**src/rtl/sram_arb_ctrl.sv**
```systemverilog
// SRAM arbiter and pipeline stall generator.
// One 32-bit asynchronous SRAM is shared between instruction fetch (IF) and data access (MEM).
// MEM has priority, and accesses are never preempted. Every access holds the strobes for
// WAIT_CYCLES+1 cycles. The block also produces the per-stage STALL vector and buffers a
// fetched word while the IF stage is stopped by MEM or EX.
// Optional: define SRAM_ARB_PERF_EN to add the IF_STALL_CNT / MEM_STALL_CNT stall counters.
module sram_arb_ctrl #(
  parameter int unsigned WAIT_CYCLES = 1
) (
  input  logic        CLK,
  input  logic        RST,
  input  logic        IF_REQ,
  input  logic [31:0] IF_ADDR,
  output logic [31:0] IF_RDATA,
  input  logic        MEM_REQ,
  input  logic        MEM_WE,
  input  logic [3:0]  MEM_BE,
  input  logic [31:0] MEM_ADDR,
  input  logic [31:0] MEM_WDATA,
  output logic [31:0] MEM_RDATA,
  input  logic        STALLREQ_EX,
  input  logic        FLUSH,
  output logic [4:0]  STALL,
  output logic [19:0] SRAM_ADDR,
  output logic        SRAM_CE_N,
  output logic        SRAM_OE_N,
  output logic        SRAM_WE_N,
  output logic [3:0]  SRAM_BE_N,
  output logic [31:0] SRAM_DQ_O,
  input  logic [31:0] SRAM_DQ_I,
  output logic        SRAM_DQ_T
`ifdef SRAM_ARB_PERF_EN
  ,
  output logic [31:0] IF_STALL_CNT,
  output logic [31:0] MEM_STALL_CNT
`endif
);

  localparam logic [1:0] IDLE    = 2'd0;
  localparam logic [1:0] ACC_MEM = 2'd1;
  localparam logic [1:0] ACC_IF  = 2'd2;

  localparam logic [3:0] WAIT_INIT = 4'(WAIT_CYCLES);

  logic [1:0]  state_q, state_d;
  logic [3:0]  cnt_q, cnt_d;
  logic        discard_q, discard_d;
  logic        if_buf_valid_q, if_buf_valid_d;
  logic [31:0] if_buf_q, if_buf_d;
  logic [31:0] if_rdata_q, if_rdata_d;
  logic [31:0] mem_rdata_q, mem_rdata_d;

  logic acc_mem, acc_if, acc, last, mem_last, if_last, if_last_ok;
  logic mem_pend, if_pend, if_avail, wr;

  // Only the word address within the 4 MiB SRAM window reaches the pins.
  logic unused_addr_bits;
  assign unused_addr_bits = ^{IF_ADDR[31:22], IF_ADDR[1:0], MEM_ADDR[31:22], MEM_ADDR[1:0]};

  // Access decode, pending requests and the stall vector.
  always_comb begin
    acc_mem    = (state_q == ACC_MEM);
    acc_if     = (state_q == ACC_IF);
    acc        = acc_mem | acc_if;
    last       = acc && (cnt_q == 4'd0);
    mem_last   = acc_mem && (cnt_q == 4'd0);
    if_last    = acc_if && (cnt_q == 4'd0);
    // A fetch flushed while in flight still completes but its word is thrown away.
    if_last_ok = if_last && !discard_q;
    mem_pend   = MEM_REQ && !mem_last;
    if_avail   = if_last_ok || if_buf_valid_q;
    if_pend    = IF_REQ && !if_avail;
    wr         = acc_mem && MEM_WE;
    STALL      = ({5{mem_pend}} & 5'b01111) | ({5{STALLREQ_EX}} & 5'b00111) |
                 {4'b0000, if_pend};
  end

  // Arbitration in IDLE and on each last cycle, so accesses can run back to back.
  always_comb begin
    state_d = state_q;
    cnt_d   = cnt_q;
    if (state_q == IDLE || last) begin
      // mem_pend excludes a MEM request finishing now; if_pend excludes a fetch finishing now.
      if (mem_pend) begin
        state_d = ACC_MEM;
        cnt_d   = WAIT_INIT;
      end else if (if_pend) begin
        state_d = ACC_IF;
        cnt_d   = WAIT_INIT;
      end else begin
        state_d = IDLE;
        cnt_d   = 4'd0;
      end
    end else begin
      cnt_d = cnt_q - 4'd1;
    end
  end

  // Discard flag, IF hold buffer and read-data registers.
  always_comb begin
    discard_d      = discard_q;
    if_buf_valid_d = if_buf_valid_q;
    if_buf_d       = if_buf_q;
    if_rdata_d     = if_rdata_q;
    mem_rdata_d    = mem_rdata_q;

    if (if_last) begin
      discard_d = 1'b0;
    end else if (FLUSH && acc_if) begin
      discard_d = 1'b1;
    end

    if (FLUSH) begin
      if_buf_valid_d = 1'b0;
    end else if (if_last_ok && STALL[0]) begin
      // Fetch finished while MEM or EX holds the IF stage: keep the word until it moves.
      if_buf_valid_d = 1'b1;
      if_buf_d       = SRAM_DQ_I;
    end else if (!STALL[0]) begin
      if_buf_valid_d = 1'b0;
    end

    if (if_last) begin
      if_rdata_d = SRAM_DQ_I;
    end
    if (mem_last && !MEM_WE) begin
      mem_rdata_d = SRAM_DQ_I;
    end
  end

  // SRAM pin strobes and read-data outputs.
  always_comb begin
    SRAM_CE_N = !acc;
    SRAM_OE_N = !(acc && !wr);
    SRAM_WE_N = !wr;
    SRAM_DQ_T = !wr;
    SRAM_DQ_O = wr ? MEM_WDATA : 32'h0;
    if (wr) begin
      SRAM_BE_N = ~MEM_BE;
    end else if (acc) begin
      SRAM_BE_N = 4'h0;
    end else begin
      SRAM_BE_N = 4'hF;
    end
    if (acc_mem) begin
      SRAM_ADDR = MEM_ADDR[21:2];
    end else if (acc_if) begin
      SRAM_ADDR = IF_ADDR[21:2];
    end else begin
      SRAM_ADDR = 20'h0;
    end
    if (if_buf_valid_q) begin
      IF_RDATA = if_buf_q;
    end else if (if_last) begin
      IF_RDATA = SRAM_DQ_I;
    end else begin
      IF_RDATA = if_rdata_q;
    end
    MEM_RDATA = (mem_last && !MEM_WE) ? SRAM_DQ_I : mem_rdata_q;
  end

  // State registers with synchronous reset; reset abandons any access in progress.
  always_ff @(posedge CLK) begin
    if (RST) begin
      state_q        <= IDLE;
      cnt_q          <= 4'd0;
      discard_q      <= 1'b0;
      if_buf_valid_q <= 1'b0;
      if_buf_q       <= 32'h0;
      if_rdata_q     <= 32'h0;
      mem_rdata_q    <= 32'h0;
    end else begin
      state_q        <= state_d;
      cnt_q          <= cnt_d;
      discard_q      <= discard_d;
      if_buf_valid_q <= if_buf_valid_d;
      if_buf_q       <= if_buf_d;
      if_rdata_q     <= if_rdata_d;
      mem_rdata_q    <= mem_rdata_d;
    end
  end

`ifdef SRAM_ARB_PERF_EN
  logic [31:0] if_stall_cnt_q, if_stall_cnt_d;
  logic [31:0] mem_stall_cnt_q, mem_stall_cnt_d;

  // Saturating stall-cycle counters; a fetch stall hidden behind a MEM stall is not counted.
  always_comb begin
    if_stall_cnt_d  = if_stall_cnt_q;
    mem_stall_cnt_d = mem_stall_cnt_q;
    if (if_pend && !mem_pend && (if_stall_cnt_q != 32'hFFFF_FFFF)) begin
      if_stall_cnt_d = if_stall_cnt_q + 32'd1;
    end
    if (mem_pend && (mem_stall_cnt_q != 32'hFFFF_FFFF)) begin
      mem_stall_cnt_d = mem_stall_cnt_q + 32'd1;
    end
  end

  // Counter registers.
  always_ff @(posedge CLK) begin
    if (RST) begin
      if_stall_cnt_q  <= 32'h0;
      mem_stall_cnt_q <= 32'h0;
    end else begin
      if_stall_cnt_q  <= if_stall_cnt_d;
      mem_stall_cnt_q <= mem_stall_cnt_d;
    end
  end

  assign IF_STALL_CNT  = if_stall_cnt_q;
  assign MEM_STALL_CNT = mem_stall_cnt_q;
`endif

endmodule

```
**config.mk**
```make
export PLATFORM = sky130hd
export DESIGN_NAME = sram_arb_ctrl
export DESIGN_NICKNAME = d
export VERILOG_FILES = /design/src/rtl/sram_arb_ctrl.sv
export SDC_FILE = /design/constraint.sdc
export NUM_CORES = 1
export LEC_CHECK = 0
export CELL_PAD_IN_SITES_DETAIL_PLACEMENT = 1
export CELL_PAD_IN_SITES_GLOBAL_PLACEMENT = 2
export CORE_UTILIZATION = 22
export CTS_CLUSTER_DIAMETER = 40
export DETAILED_ROUTE_END_ITERATION = 10
export GPL_TIMING_DRIVEN = 0
export PLACE_DENSITY = 0.8
export SLEW_MARGIN = 0
export SYNTH_ARGS = -nofsm -noshare
export SYNTH_HDL_FRONTEND = slang
export SYNTH_SLANG_ARGS = --single-unit
```
**constraint.sdc**
```tcl
create_clock -name CLK -period 2.4 [get_ports CLK]
set_input_delay 0.6 -clock CLK [delete_from_list [all_inputs] [get_ports CLK]]
set_output_delay 0.6 -clock CLK [all_outputs]
set_load 0.005 [all_outputs]
```
Word-level counts from Yosys, hierarchy flattened
Index checks and enable logic that the tools add are counted.
- register bits after elaboration: 104
- bits of input ports: 139
- output and inout port bits: 129
- word-level logic and storage cells: 56
- add/sub/neg operators: 1
- equal/unequal tests: 3
- muxes and demuxes: 15
- bitwise logic cells: 5
- reductions and logical operators: 25
- operators by type and width (kind ; number):
    32-bit two-way mux ; 4
    20-bit two-way mux ; 2
    4-bit two-way mux ; 3
    1-bit logical AND ; 11
    1-bit zero test ; 7
    4-bit zero test ; 1
    1-bit two-way mux ; 4
    2-bit two-way mux ; 2
    4-bit inverter ; 1
    4-bit by 1-bit OR with 4-bit output ; 1
    4-bit by 3-bit OR with 4-bit output ; 1
    2-bit OR reduction ; 2
    4-bit by 1-bit subtractor with 4-bit output, second input constant ; 1
    2-bit by 1-bit equality test with 1-bit output, second input constant ; 1
    2-bit equality test, second input constant ; 1
    2-bit zero test ; 1
    1-bit logical OR ; 2
    2-bit by 1-bit inequality test with 1-bit output, second input constant ; 1
    2-bit AND reduction ; 1
    1-bit inverter ; 1
    1-bit OR ; 1

Longest topological paths before layout
Gate-level depths: netlist of run 1.
- depth after elaboration: 9
- mapped depth: 8
- gate-level depth less buffers: 6

Least setup slack after synthesis of run 1
Ideal clock, no wire load.
- path kind: reg-to-output
- from: register state_q[1]
- to: output port MEM_RDATA[10]
- arrival: 1.520 ns
- required time: 1.800 ns
- setup slack: 0.280 ns
- stages on the path, launching flop included: 8
- buffers on the path: 2
- cells stage by stage: dfxtp_1 > inv_1 > ha_1 > buf_4 > nand2_2 > nor4_4 > buf_6 > mux2_4
- word-level cells in the longest chain between the ends: 4
- RTL lines (what ; line ; source):
    start: declaration ; 45 ; logic [1:0] state_q, state_d;
    start signal: assignment ; 173 ; state_q <= state_d;
    2-bit by 1-bit equality test with 1-bit output ; 62 ; acc_mem = (state_q == ACC_MEM);
    1-bit logical AND ; 66 ; mem_last = acc_mem && (cnt_q == 4'd0);
    1-bit logical AND ; 159 ; MEM_RDATA = (mem_last && !MEM_WE) ? SRAM_DQ_I : mem_rdata_q;
    32-bit two-way mux ; n/a ;
    end: declaration ; 20 ; output logic [31:0] MEM_RDATA,
Every way passes these cells.

Final worst setup path of run 1
- from: register state_q[1]
- to: output port MEM_RDATA[26]
Same word-level chain as after synthesis.

==> results of run 1 <==
-- worst max-delay path: stages (launching register included) --
cell	delay, ps
dfxtp_4	350
buf_4	130
inv_4	50
ha_4	150
nand2_4	60
nor4_4	140
buf_6	180
buf_12	110
buf_12	120
buf_8	110
mux2_4	300
buf_6	120
-- cell usage after synthesis, types with 5 or more instances --
master,n,share of area
inv_1,38,0.028
nor3_1,5,0.0049
clkbuf_1,27,0.020
buf_6,6,0.013
a22o_1,20,0.034
mux2_4,30,0.089
buf_4,9,0.013
nand2_1,5,0.0037
a31oi_1,5,0.0062
and3_1,32,0.039
nor2_1,70,0.052
and2b_1,30,0.044
dfxtp_1,104,0.41
ha_1,5,0.012
mux2i_1,96,0.19
-- kinds of logic after synthesis --
kind of cell / share of synthesized area
other: 0.000737
DFF: 0.409
AOI/OAI and AO/OA: 0.0563
muxes: 0.282
buffers and inverters: 0.0745
adders and majority gates: 0.0123
and+or+nand+nor: 0.161
xor gates and xnor gates: 0.00344
-- layout make-up --
cell class | instances | area (µm²) | share of cell area
Buffer | 36 | 383 | 0.0381
Clock buffer | 9 | 225 | 0.0224
Clock inverter | 7 | 92.6 | 0.00922
Inverter | 38 | 150 | 0.0149
Multi-Input combinational cell | 324 | 3050 | 0.303
Sequential cell | 104 | 2090 | 0.208
Tap cell | 285 | 357 | 0.0355
Timing Repair Buffer | 416 | 3700 | 0.368
-- report_power, final --
part / total (mW) / internal (mW) / switching, mW
logic: 1.70 / 1.05 / 0.644
registers: 1.83 / 1.79 / 0.0400
clock network: 1.55 / 0.758 / 0.792
total: 5.08 / 3.60 / 1.48
-- flip-flops by register name, indices dropped and copies added (netlist names) --
signal	count
if_buf_q	32
if_rdata_q	32
mem_rdata_q	32
cnt_q	4
state_q	2
discard_q	1
if_buf_valid_q	1
-- through the flow --
step	cell area (µm²)	power, mW
detailed placement	7860	3.02
global placement	7860	3.02
CTS	9800	5.02
finish	10000	5.08
floorplan	5090	2.34
global route	10000	5.33
-- routing by layer --
metal | up-vias | part of all wire | wire [µm]
li1 | 2545 | - | -
met1 | 2552 | 0.40 | 8450
met2 | 167 | 0.53 | 11100
met3 | 15 | 0.060 | 1250
met4 | 2 | 0.010 | 216
met5 | - | 0.00062 | 13
-- what timing repair did --
action,in CTS,in global routing
cloned,5,0
pin swaps,9,6
resized for setup,567,90
setup buffers,140,41
setup endpoints to repair,127,105
-- how the worst max path moves through the flow --
stage	slack, ps	depth (start not counted)	endpoint	startpoint
floorplan	280	7	MEM_RDATA[10]	state_q[1]$_SDFFE_PP0P_
global placement	-1140	6	SRAM_OE_N	MEM_WE
detailed placement	-1130	6	SRAM_OE_N	MEM_WE
CTS	-430	11	MEM_RDATA[30]	state_q[1]$_SDFFE_PP0P_
global route	-480	11	IF_RDATA[3]	cnt_q[0]$_SDFF_PP0_
finish	-380	11	MEM_RDATA[26]	state_q[1]$_SDFFE_PP0P_
==> impl_metrics.tcl, run 1 <==
set metrics [dict create \
    status "finished, violations left" \
    violations "setup timing" \
    worstPathRequired_ps 1800 \
    post-route-min-period_ps 2780 \
    hold_end "if_rdata_q[14]$_SDFF_PP0_" \
    clockBufferDepth 2 \
    fin_cells 1219 \
    track_usage 0.171 \
    grt_pass1_wl_mm 31.0 \
    die_area_um2 23700 \
    rsz0062_at_grt "true" \
    synth_seq_area_share 0.409 \
    antenna_cells 0 \
    synth_edf_count 0 \
    final_hold_viol_count 0 \
    cts_buffers 9 \
    drive_above_1_share 0.445 \
    yosys_most_used_dff "dfxtp_1" \
    slew_viol_final 0 \
    clk_latency_ps 360 \
    die_w_um 154 \
    fin_nets 1073 \
    grt_util_met1 0.189 \
    cts_hold_buf 0 \
    min_path_type "reg2reg" \
    dp_cells 1034 \
    dp_hpwl_mm 13.3 \
    syn-cell-area_um2 5090 \
    gp_congestion 0.705 \
    post-route-worst-setup-slack_ps -378 \
    via_per_inst 4.33 \
    num_rows 55 \
    area_delta_synth_final_pct 97.5 \
    hp-start "if_rdata_q[14]$_SDFF_PP0_" \
    netlist_instances 508 \
    vias 5281 \
    maxCapViolCount 0 \
    final_common_cell "buf_4" \
    synth-async-reset-ratio 0 \
    fmax_ghz 0.360 \
    core_area_um2 22600 \
    first_global_vias 5557 \
    met2_usage 0.327 \
    ys_ff_latch 104 \
    finish.utilization 0.444 \
    cts_tree "yes" \
    avgSynthCellArea_um2 10.0 \
    rr_endpoint "if_rdata_q[3]$_SDFF_PP0_" \
    antenna_found_initial 1 \
    p_per_area_nw_per_um2 505 \
    drt_pass1_iterations 4 \
    clock-sinks 104 \
    n_fill_cell 2536 \
    endpoint_kind "output port" \
    worstMarginPinSlew_ps 631 \
    finalSetupTns_ps -21190 \
    fp.dieH_um 154 \
    ys_warn_count 0 \
    min_path_cells 2 \
    worstPathArrival_ps 2180 \
    synthDistinctLibCells 33 \
    drt_iter0_drc 95 \
    busiest_layer "met2" \
    crit_path_max_fanout 8 \
    route.detailed.drc 0 \
    leakage_nw 4.90 \
    numPortBuffers 241 \
    synth_nets 652 \
    crit_type "reg2out" \
    grt_max_degree 23 \
    dp_slack_ps -1130 \
    htree_levels 3 \
    setup_viol 93 \
    final_antenna_net_count 0 \
    start_kind "flop" \
    clock_skew_ps 15.1 \
    path_clk_slew_ps 80 \
    pin_count 268 \
    overflow 0 \
    routedWlPerCell_um 17.2 \
    cts-root-buf "clkbuf_16" \
    vdd_ir_drop_max_v 0.000404 \
    wl_mm 21.0 \
    r2r_slack_ps -80 \
    met3_usage 0.0437 \
    final_cell_mix "117 x buf_4, 112 x clkdlybuf4s50_1, 100 x dfxtp_1" \
    period_share 1.16 \
    max-slew-margin-rel 0.579 \
    start_util 0.225 \
    whs_ps 495 \
    r2r_cells 17 \
    rr_startpoint "cnt_q[0]$_SDFF_PP0_" \
]
(Power assumes the default switching activity.)
==> run 2, diff against run 1 <==
- CAP_MARGIN: unset -> 40
- GPL_TIMING_DRIVEN: 0 -> unset
==> run 2 against run 1 <==
  * The run still ends with setup timing left
  * Global-route usage shrank 0.56 points
  * Via count shrank 4.7%
  * First-iteration DRC count grew 26%
  * Sequential power is essentially flat
  * Count of clock-buffer cells in the layout grew 1
  * Power shrank 2.5%
  * Combinational power shrank 8%
  * Maximum frequency grew 5.0%
==> impl_metrics.tcl, run 2 (synthesized netlist as in run 1, its figures left out) <==
set metrics [dict create \
    numPortBuffers 242 \
    leakage_nw 4.60 \
    p_int_mw 3.58 \
    final_antenna_net_count 0 \
    p_per_area_nw_per_um2 520 \
    min_path_type "reg2reg" \
    rsz0062_at_grt "true" \
    period_share 1.10 \
    cts_buffers 9 \
    track_usage 0.165 \
    post-route-min-period_ps 2650 \
    htree_levels 3 \
    die_w_um 154 \
    post-route-worst-setup-slack_ps -245 \
    clockBufferDepth 2 \
    gp_congestion 0.688 \
    worstPathArrival_ps 2050 \
    num_rows 55 \
    worstPathRequired_ps 1800 \
    clock_skew_ps 12.4 \
    worstMarginPinSlew_ps 556 \
    comb_power_share 0.317 \
    pin_count 268 \
    finish.utilization 0.421 \
    cts_hold_buf 0 \
    power_frac_seq 0.369 \
    whs_ps 495 \
    p_total_mw 4.95 \
    n_fill_cell 2542 \
    clock-sinks 104 \
    vias 5033 \
    crit_type "reg2out" \
    cts_tree "yes" \
    grt_max_degree 48 \
    overflow 0 \
    first_global_vias 5355 \
    status "finished, violations left" \
    swShare 0.277 \
    max-slew-margin-rel 0.629 \
    final_hold_viol_count 0 \
    top_regs "if_buf_q: 32 flops, if_rdata_q: 32 flops, mem_rdata_q: 32 flops" \
    via_per_inst 4.31 \
    endpoint_kind "output port" \
    fp.dieH_um 154 \
    crit_path_max_fanout 4 \
    slew_viol_final 0 \
    setup_viol 87 \
    grt_pass1_wl_mm 30.1 \
    violations "setup timing" \
    antenna_cells 0 \
    fmax_ghz 0.378 \
    area_delta_synth_final_pct 87.2 \
    maxCapViolCount 0 \
    routedWlPerCell_um 17.1 \
    fin_nets 1021 \
    route.detailed.drc 0 \
    path_clk_slew_ps 70 \
    final_common_cell "clkdlybuf4s50_1" \
    die_area_um2 23700 \
    final_cell_mix "112 x clkdlybuf4s50_1, 107 x buf_4, 99 x dfxtp_1" \
    drt_pass1_iterations 4 \
    dp_hpwl_mm 12.6 \
    antenna_found_initial 0 \
    finalSetupTns_ps -14300 \
    dp_slack_ps -721 \
    switchingPower_mw 1.37 \
    drt_iter0_drc 120 \
    wl_mm 20.0 \
    clkPwrFrac 0.313 \
    start_kind "flop" \
    cts-root-buf "clkbuf_16" \
    vdd_ir_drop_max_v 0.000302 \
    drive_above_1_share 0.431 \
    clk_latency_ps 350 \
    core_area_um2 22600 \
    start_util 0.225 \
]
==> run 2: cell count changes in the layout (fill, tap and decap cells not counted), sizes merged, moves of 2 or more <==
cell and delta:
clkbuf -10, dlymetal6s2s -5, buf -20, dlygate4sd2 -14
clkdlybuf4s15 -2, inv -2
==> run 2: final cells by class <==
class                   count  area (µm²)  area share
inverters                  38         145      0.0152
well taps                 285         357      0.0375
clock buffers              10         229      0.0240
multi-input cells         324        2930       0.308
repair buffers            400        3690       0.388
flip-flops and latches    104        2090       0.220
clock inverters             6        78.8     0.00828
==> run 2: worst max-delay path, stage by stage, from the launching register on <==
cell	delay, ps
dfxtp_2	330
inv_2	70
ha_4	180
nand2_4	70
nor4_4	200
buf_6	180
buf_12	130
buf_12	110
mux2_4	310
buf_6	120
==> run 2: power by group through the flow <==
| stage | registers [mW] | clock network (mW) | logic [mW] |
|---|---|---|---|
| 2_1_floorplan | 1.85 | 0 | 0.488 |
| 3_3_place_gp | 1.86 | 0 | 1.25 |
| 3_5_place_dp | 1.86 | 0 | 1.27 |
| 4_1_cts | 1.83 | 1.62 | 1.54 |
| 5_1_grt | 1.83 | 1.68 | 1.68 |
| 6_report | 1.83 | 1.55 | 1.57 |
==> run 2: final timing paths <==
check / from / to / slack, ps / cells after the start
worst max register to register: state_q[1]$_SDFFE_PP0P_ / if_buf_q[14]$_SDFFE_PP0P_ / 150 / 11
worst max-delay path: cnt_q[0]$_SDFF_PP0_ / MEM_RDATA[3] / -250 / 9
worst min-delay path: state_q[0]$_SDFFE_PP0P_ / state_q[0]$_SDFFE_PP0P_ / 500 / 2
worst min register to register: state_q[0]$_SDFFE_PP0P_ / state_q[0]$_SDFFE_PP0P_ / 500 / 2
==> run 2: per-layer routing <==
| layer | wire [µm] | part of all wire | vias to the layer above | global-route usage |
|---|---|---|---|---|
| met5 | 0 | 0 | - | 0 |
| met4 | 138 | 0.0069 | 0 | 0.0324 |
| met3 | 1090 | 0.055 | 10 | 0.0369 |
| met2 | 10400 | 0.52 | 159 | 0.313 |
| met1 | 8400 | 0.42 | 2412 | 0.189 |
| li1 | - | - | 2452 | - |
==> run 2: what timing repair did <==
action,in CTS,in global routing
setup endpoints to repair,128,111
resized for setup,535,90
setup buffers,69,22
endpoints found under the hold margin,0,0
gates cloned,8,1
pin swaps,9,10
==> run 2: through the flow <==
stage          cell area, µm²  cells
6_report                 9520   1167
5_1_grt                  9520   1167
4_1_cts                  9520   1154
3_5_place_dp             8250   1062
3_3_place_gp             8250   1062
2_1_floorplan            5090    508
